**src/rtl/alu_p_register_detect_if.sv**
```systemverilog
// Bus between the SIMD ALU and its output stage: ALU result and control in,
// registered P, carry-outs and pattern-detect flags out.
interface alu_p_register_detect_if #(
    parameter int Width = 32
);
    logic             USE_SIMD;
    logic [Width-1:0] S;
    logic [1:0]       result_SIDM_carry_out;
    logic             CEP;
    logic             RSTP;
    logic [Width-1:0] P;
    logic [Width-1:0] P_fb;
    logic [1:0]       CARRYOUT;
    logic [1:0]       PATTERNDETECT;
    logic [1:0]       PATTERNBDETECT;
    logic [1:0]       PATTERNDETECTPAST;
    logic [1:0]       PATTERNBDETECTPAST;
    logic [1:0]       OVERFLOW;
    logic [1:0]       UNDERFLOW;

    modport master (
        output USE_SIMD, S, result_SIDM_carry_out, CEP, RSTP,
        input  P, P_fb, CARRYOUT, PATTERNDETECT, PATTERNBDETECT,
               PATTERNDETECTPAST, PATTERNBDETECTPAST, OVERFLOW, UNDERFLOW
    );

    modport slave (
        input  USE_SIMD, S, result_SIDM_carry_out, CEP, RSTP,
        output P, P_fb, CARRYOUT, PATTERNDETECT, PATTERNBDETECT,
               PATTERNDETECTPAST, PATTERNBDETECTPAST, OVERFLOW, UNDERFLOW
    );
endinterface

```
**src/rtl/alu_p_register_detect.sv**
```systemverilog
// P register stage after the 2x16 SIMD ALU: registers sum and carries, runs
// masked pattern detection and derives per-lane overflow/underflow flags.
module alu_p_register_detect #(
    parameter int               Width   = 32,
    parameter int               LaneW   = 16,
    parameter logic [Width-1:0] PATTERN = 32'h00000000,
    parameter logic [Width-1:0] MASK    = 32'hC0000000
) (
    input logic                   clk,
    input logic                   rst_n,
    alu_p_register_detect_if.slave bus
);
    localparam int Lanes = 2;

    // Bits that participate in the compare; a set MASK bit is a don't-care.
    localparam logic [Width-1:0] Care = ~MASK;

    logic [Width-1:0] p_q;
    logic [1:0]       carry_q;
    logic [1:0]       pd_q;
    logic [1:0]       pbd_q;
    logic [1:0]       pd_past_q;
    logic [1:0]       pbd_past_q;

    logic [1:0]       lane_match;
    logic [1:0]       lane_bmatch;
    logic             full_match;
    logic             full_bmatch;
    logic [1:0]       pd_next;
    logic [1:0]       pbd_next;
    logic [1:0]       carry_next;

    // NOTE: every always_comb output gets a default first so no path leaves
    // it unassigned and infers a latch.
    always_comb begin
        lane_match  = '0;
        lane_bmatch = '0;
        for (int i = 0; i < Lanes; i++) begin
            lane_match[i]  = ((bus.S[i*LaneW +: LaneW] ^ PATTERN[i*LaneW +: LaneW])
                              & Care[i*LaneW +: LaneW]) == '0;
            lane_bmatch[i] = ((bus.S[i*LaneW +: LaneW] ^ ~PATTERN[i*LaneW +: LaneW])
                              & Care[i*LaneW +: LaneW]) == '0;
        end
        full_match  = ((bus.S ^ PATTERN) & Care) == '0;
        full_bmatch = ((bus.S ^ ~PATTERN) & Care) == '0;
    end

    // In 32-bit mode the single compare result fills both flag bits, and the
    // lane-0 carry is internal to the wide add so it is not reported.
    always_comb begin
        pd_next    = {2{full_match}};
        pbd_next   = {2{full_bmatch}};
        carry_next = {bus.result_SIDM_carry_out[1], 1'b0};
        if (bus.USE_SIMD) begin
            pd_next    = lane_match;
            pbd_next   = lane_bmatch;
            carry_next = bus.result_SIDM_carry_out;
        end
    end

    // NOTE: state registers use non-blocking assignments so every register
    // samples pre-edge values; PAST takes the old DETECT, not the new one.
    always_ff @(posedge clk or negedge rst_n) begin
        if (!rst_n) begin
            p_q        <= '0;
            carry_q    <= '0;
            pd_q       <= '0;
            pbd_q      <= '0;
            pd_past_q  <= '0;
            pbd_past_q <= '0;
        end else if (bus.RSTP) begin
            p_q        <= '0;
            carry_q    <= '0;
            pd_q       <= '0;
            pbd_q      <= '0;
            pd_past_q  <= '0;
            pbd_past_q <= '0;
        end else if (bus.CEP) begin
            p_q        <= bus.S;
            carry_q    <= carry_next;
            pd_past_q  <= pd_q;
            pbd_past_q <= pbd_q;
            pd_q       <= pd_next;
            pbd_q      <= pbd_next;
        end
    end

    assign bus.P                  = p_q;
    assign bus.P_fb               = p_q;
    assign bus.CARRYOUT           = carry_q;
    assign bus.PATTERNDETECT      = pd_q;
    assign bus.PATTERNBDETECT     = pbd_q;
    assign bus.PATTERNDETECTPAST  = pd_past_q;
    assign bus.PATTERNBDETECTPAST = pbd_past_q;

    // A lane that matched both pattern and complement (fully masked) never
    // flags, because the current-cycle DETECT/BDETECT terms suppress it.
    assign bus.OVERFLOW  = pd_past_q  & ~pd_q & ~pbd_q;
    assign bus.UNDERFLOW = pbd_past_q & ~pd_q & ~pbd_q;
endmodule

```
**src/flat_wrapper.sv**
```systemverilog
// flat-port wrapper written by rule: the top's interface ports become plain ports
module alu_p_register_detect_flat 
#(
    parameter int               Width   = 32,
    parameter int               LaneW   = 16,
    parameter logic [Width-1:0] PATTERN = 32'h00000000,
    parameter logic [Width-1:0] MASK    = 32'hC0000000
)
  (clk, rst_n, bus_USE_SIMD, bus_S, bus_result_SIDM_carry_out, bus_CEP, bus_RSTP, bus_P, bus_P_fb, bus_CARRYOUT, bus_PATTERNDETECT, bus_PATTERNBDETECT, bus_PATTERNDETECTPAST, bus_PATTERNBDETECTPAST, bus_OVERFLOW, bus_UNDERFLOW);
  alu_p_register_detect_if #(.Width(Width)) bus_i ();
  input logic clk;
  input logic rst_n;
  input wire logic [$bits(bus_i.USE_SIMD)-1:0] bus_USE_SIMD;
  input wire logic [$bits(bus_i.S)-1:0] bus_S;
  input wire logic [$bits(bus_i.result_SIDM_carry_out)-1:0] bus_result_SIDM_carry_out;
  input wire logic [$bits(bus_i.CEP)-1:0] bus_CEP;
  input wire logic [$bits(bus_i.RSTP)-1:0] bus_RSTP;
  output wire logic [$bits(bus_i.P)-1:0] bus_P;
  output wire logic [$bits(bus_i.P_fb)-1:0] bus_P_fb;
  output wire logic [$bits(bus_i.CARRYOUT)-1:0] bus_CARRYOUT;
  output wire logic [$bits(bus_i.PATTERNDETECT)-1:0] bus_PATTERNDETECT;
  output wire logic [$bits(bus_i.PATTERNBDETECT)-1:0] bus_PATTERNBDETECT;
  output wire logic [$bits(bus_i.PATTERNDETECTPAST)-1:0] bus_PATTERNDETECTPAST;
  output wire logic [$bits(bus_i.PATTERNBDETECTPAST)-1:0] bus_PATTERNBDETECTPAST;
  output wire logic [$bits(bus_i.OVERFLOW)-1:0] bus_OVERFLOW;
  output wire logic [$bits(bus_i.UNDERFLOW)-1:0] bus_UNDERFLOW;
  assign bus_i.USE_SIMD = bus_USE_SIMD;
  assign bus_i.S = bus_S;
  assign bus_i.result_SIDM_carry_out = bus_result_SIDM_carry_out;
  assign bus_i.CEP = bus_CEP;
  assign bus_i.RSTP = bus_RSTP;
  assign bus_P = bus_i.P;
  assign bus_P_fb = bus_i.P_fb;
  assign bus_CARRYOUT = bus_i.CARRYOUT;
  assign bus_PATTERNDETECT = bus_i.PATTERNDETECT;
  assign bus_PATTERNBDETECT = bus_i.PATTERNBDETECT;
  assign bus_PATTERNDETECTPAST = bus_i.PATTERNDETECTPAST;
  assign bus_PATTERNBDETECTPAST = bus_i.PATTERNBDETECTPAST;
  assign bus_OVERFLOW = bus_i.OVERFLOW;
  assign bus_UNDERFLOW = bus_i.UNDERFLOW;
  alu_p_register_detect #(.Width(Width), .LaneW(LaneW), .PATTERN(PATTERN), .MASK(MASK)) u_core (.clk(clk), .rst_n(rst_n), .bus(bus_i));
endmodule
```
**config.mk**
```make
export PLATFORM = sky130hd
export DESIGN_NAME = alu_p_register_detect_flat
export DESIGN_NICKNAME = d
export VERILOG_FILES = /design/src/rtl/alu_p_register_detect_if.sv /design/src/rtl/alu_p_register_detect.sv /design/src/flat_wrapper.sv
export SDC_FILE = /design/constraint.sdc
export NUM_CORES = 1
export LEC_CHECK = 0
export ABC_AREA = 1
export BUFFER_PORTS_ARGS = -buffer_cell sky130_fd_sc_hd__buf_4
export CAP_MARGIN = 20
export CORE_MARGIN = 3
export CORE_UTILIZATION = 45
export CTS_CLUSTER_SIZE = 30
export DETAILED_ROUTE_END_ITERATION = 7
export GPL_TIMING_DRIVEN = 1
export PLACE_DENSITY = 0.85
export SYNTH_ARGS = -nofsm -noshare
export SYNTH_HDL_FRONTEND = slang
export SYNTH_SLANG_ARGS = --single-unit
```
**constraint.sdc**
```tcl
create_clock -name clk -period 1.25 [get_ports clk]
set_input_delay 0.125 -clock clk [delete_from_list [all_inputs] [get_ports clk]]
set_output_delay 0.125 -clock clk [all_outputs]
set_load 0.005 [all_outputs]
```
==> metrics.csv <==
stage,metric,value,unit
synth,proportion of synthesized chip area in sequential cells,48.2,%
setup_path,"Cell Chain, Critical Path",nor3_2 > buf_4,
synth,number of distinct library cells after synthesis,14,
setup_path,maximum cell stage delay along the critical path,440,ps
setup_path,sum of buffers and inverters on the critical path,1,
layout,Area Growth Syn to Fin,37.4,%
floorplanning,count of boundary I/O pins,117,
sta,Pins Over Slew Limit,0,
synth,Area contributors post-synth,"sky130_fd_sc_hd__dfrtp_1 (48%), sky130_fd_sc_hd__nand2_1 (19%), sky130_fd_sc_hd__buf_4 (11%), sky130_fd_sc_hd__nand3_1 (8.0%), sky130_fd_sc_hd__nor2_1 (4.6%)",
placed_design,HPWL reported at the end of detailed placement,4370,um
setup_path,Top delay family on crit path,flip-flops,
cts,number of clock sinks,42,
global_routing,largest net degree at the start of global routing,43,
global_routing,number of global-route vias before repair,1908,
detailed_routing,DRC viols,0,
cts,clock buffer count from CTS,5,
sta,Layout Skew,0.175,ps
placed_design,number of port buffers,116,
setup_path,maximum fanout encountered on the critical timing path,5,
global_routing,antenna violations before repair,0,
outcome,result of the run,"complete, no violations",
sta,number of setup violations in the final report,0,
power_and_ir_drop,static leakage,1.71,nW
setup_path,arrival time at the worst endpoint,1080,ps
sta,highest clock rate,832,MHz
global_routing,first-pass GRT wire length,8800,um
layout,ratio of cells with drive above 1 in the final layout,37.5,%
placed_design,area of placed instances,2860,um^2
sta,accumulated negative setup slack,0,ps
detailed_routing,total vias in the final route,2077,
min_path,Hold WC Path Type,primary input to flop,
detailed_routing,wire length reported by the detailed router,5750,um
detailed_routing,number of design-rule violations left by the first detailed-router iteration,98,
placed_design,routability cong.,0.784,
sta,measured slew at the worst slew-check pin,541,ps
cts,number of levels the H-tree was split into,2,
floorplanning,number of rows created at floorplan,24,
floorplanning,die span in y,75.6,um
layout,count of fill cells added during filler insertion,388,
floorplanning,floorplan die area,5720,um^2
synth,dominant cell type by area after synthesis,sky130_fd_sc_hd__dfrtp_1,
detailed_routing,detailed-route wire length per cell,13.6,um
setup_path,class of the most critical setup path,flop to output pin,
synth,number of flip-flops and latches in the synthesized netlist,42,
sta,post-route clock period utilization,96.2,%
sta,shortest clock period the worst path allows after layout,1200,ps
cts,TritonCTS clock tree,done,
synth,Ys Warns,0,
layout,final instance area,3000,um^2
floorplanning,Initial Utilization,48.4,%
synth,area fraction of the dominant cell type after synthesis,48.2,%
synth,cell area after technology mapping,2180,um^2
power_and_ir_drop,worst IR drop on VDD,0.485,mV
cts,clock-pin slew reported for the worst setup and hold paths after clock tree synthesis,80,ps
setup_path,startpoint class of the critical path,flop,
detailed_routing,number of optimization iterations in the first detailed-route pass,4,
layout,Inserted Diodes,0,
setup_path,required time reported for the critical path endpoint,1120,ps
cts,Root Driver,sky130_fd_sc_hd__clkbuf_8,
setup_path,crit end category,output pin,
detailed_routing,Antenna Violating Nets Remaining,0,
synth,synthesized area per cell,7.71,um^2
sta,number of hold violations in the final report,0,
layout,area of the multi-input gates,793,um^2
synth,Syn Inst Count,283,
floorplanning,Die Wd,75.6,um
cts,number of buffers between clock root and the deepest sink,2,
synth,"Net Count, Synth",322,
setup_path,"slowest stage cell, crit path",sky130_fd_sc_hd__dfrtp_2,
global_routing,total overflow reported by the global router,0,
power_and_ir_drop,P per Cell Area,1020,nW/um^2
cts,"Clk Latency, worst-skew pair",280,ps
floorplanning,Core Footprint,4500,um^2
sta,max-slew headroom at the worst pin,63.9,%
detailed_routing,vias per std cell,4.91,
layout,number of nets in the layout,409,
layout,Storage cell area,1050,um^2
flow_run,max-capacitance violation count,0,
global_routing,Total Routing Usage GR,20.2,%
-- timing repair --
item,in CTS,in global routing
hold endpoints to repair,42,0
gates resized for setup,0,5
hold buffers,1,0
setup endpoints to repair,0,3
buffers inserted,0,0
-- power by group --
part           leakage, nW  switching (W)  internal [W]
sequential           0.561      0.0000501       0.00142
clock               0.0579       0.000482      0.000589
combinational         1.09       0.000241      0.000281
-- cell usage after synthesis --
cell type,n
sky130_fd_sc_hd__buf_4,32
sky130_fd_sc_hd__buf_6,3
sky130_fd_sc_hd__nor3_1,6
sky130_fd_sc_hd__inv_2,2
sky130_fd_sc_hd__inv_1,8
sky130_fd_sc_hd__buf_2,8
sky130_fd_sc_hd__nor2_4,1
sky130_fd_sc_hd__nand2_2,1
sky130_fd_sc_hd__dfrtp_1,42
sky130_fd_sc_hd__nor2_1,27
sky130_fd_sc_hd__o21ai_0,5
sky130_fd_sc_hd__nand2_1,109
sky130_fd_sc_hd__nand3_1,35
sky130_fd_sc_hd__o21ai_1,4
-- final cells by class --
class	instances	share of cell area (%)
Timing Repair Buffer	123	31.3
Multi-Input combinational cell	188	26.5
Sequential cell	42	35.2
Clock inverter	3	1.34
Clock buffer	5	2.30
Inverter	10	1.25
Tap cell	52	2.17
-- layer usage --
| metal | wire length (um) | vias up | track usage [%] | part of all wire [%] |
|---|---|---|---|---|
| met4 | 19 | 0 | 4.66 | 0.33 |
| met5 | 0 | - | 0 | 0 |
| met1 | 2400 | 963 | 25.2 | 42 |
| met3 | 484 | 2 | 5.15 | 8.4 |
| li1 | - | 1027 | - | - |
| met2 | 2850 | 85 | 35.3 | 49 |
-- state kept, by name, indices dropped and copies added (netlist names) --
name                           flops
u_core.bus.P                      32
u_core.bus.PATTERNDETECT           2
u_core.bus.PATTERNBDETECT          2
u_core.bus.PATTERNDETECTPAST       2
u_core.bus.PATTERNBDETECTPAST      2
u_core.bus.CARRYOUT                2
-- worst register-to-register path: stages (launching register included) --
cell and delay [ps]:
sky130_fd_sc_hd__dfrtp_1 440, sky130_fd_sc_hd__nand3_1 120, sky130_fd_sc_hd__o21ai_1 90
-- worst paths after layout --
path / slack [ps] / from / endpoint / cells past startpoint
max: 50 / u_core.bus.PATTERNBDETECT[1] / bus_OVERFLOW[1] / 2
min: 70 / bus_S[30] / u_core.bus.P[30] / 3
max reg2reg: 480 / u_core.bus.PATTERNDETECT[1] / u_core.bus.PATTERNDETECTPAST[1] / 2
min reg2reg: 490 / u_core.bus.CARRYOUT[1] / u_core.bus.CARRYOUT[1] / 2
max in group asynchronous: 470 / rst_n / u_core.bus.PATTERNDETECT[0] / 2
min in group asynchronous: 370 / rst_n / u_core.bus.CARRYOUT[1] / 2
-- placed cells by master, fill, tap and decap left out --
| cell type | synthesis | routed |
|---|---|---|
| sky130_fd_sc_hd__buf_4 | 32 | 121 |
| sky130_fd_sc_hd__nand2_1 | 109 | 109 |
| sky130_fd_sc_hd__dfrtp_1 | 42 | 40 |
| sky130_fd_sc_hd__nand3_1 | 35 | 35 |
| sky130_fd_sc_hd__nor2_1 | 27 | 27 |
| sky130_fd_sc_hd__inv_1 | 8 | 8 |
| sky130_fd_sc_hd__o21ai_0 | 5 | 5 |
| sky130_fd_sc_hd__clkbuf_8 | 0 | 5 |
| sky130_fd_sc_hd__o21ai_1 | 4 | 4 |
| sky130_fd_sc_hd__nor3_2 | 0 | 3 |
| sky130_fd_sc_hd__nor3_1 | 6 | 3 |
| sky130_fd_sc_hd__inv_2 | 2 | 2 |
| sky130_fd_sc_hd__clkinv_2 | 0 | 2 |
| sky130_fd_sc_hd__dfrtp_2 | 0 | 2 |
| sky130_fd_sc_hd__nor2_4 | 1 | 1 |
| sky130_fd_sc_hd__nand2_2 | 1 | 1 |
| sky130_fd_sc_hd__bufinv_16 | 0 | 1 |
| sky130_fd_sc_hd__dlygate4sd3_1 | 0 | 1 |
| sky130_fd_sc_hd__buf_12 | 0 | 1 |
-- cell families (layout without fill, tap and decap cells) --
group,count (synthesis),in the layout,synth area share [%]
buffers and inverters,53,141,16.1
and+or+nand+nor,179,179,33.6
DFF,42,42,48.2
AOI/OAI and AO/OA,9,9,2.07
-- stage by stage --
| stage | worst slack [ps] | instances | power [W] | util, % | hold WS [ps] |
|---|---|---|---|---|---|
| 2_1_floorplan | 497 | 283 | 0.00173 | - | -171 |
| 5_1_grt | -9.82 | 423 | 0.00320 | 66.5 | 71.1 |
| 3_3_place_gp | 356 | 414 | 0.00201 | 63.5 | 136 |
| 6_report | 47.5 | 423 | 0.00306 | 66.5 | 67.7 |
| 4_1_cts | 22.3 | 423 | 0.00309 | 66.1 | 63.3 |
| 3_5_place_dp | 291 | 414 | 0.00202 | 63.5 | 149 |
(Power assumes the default switching activity.)
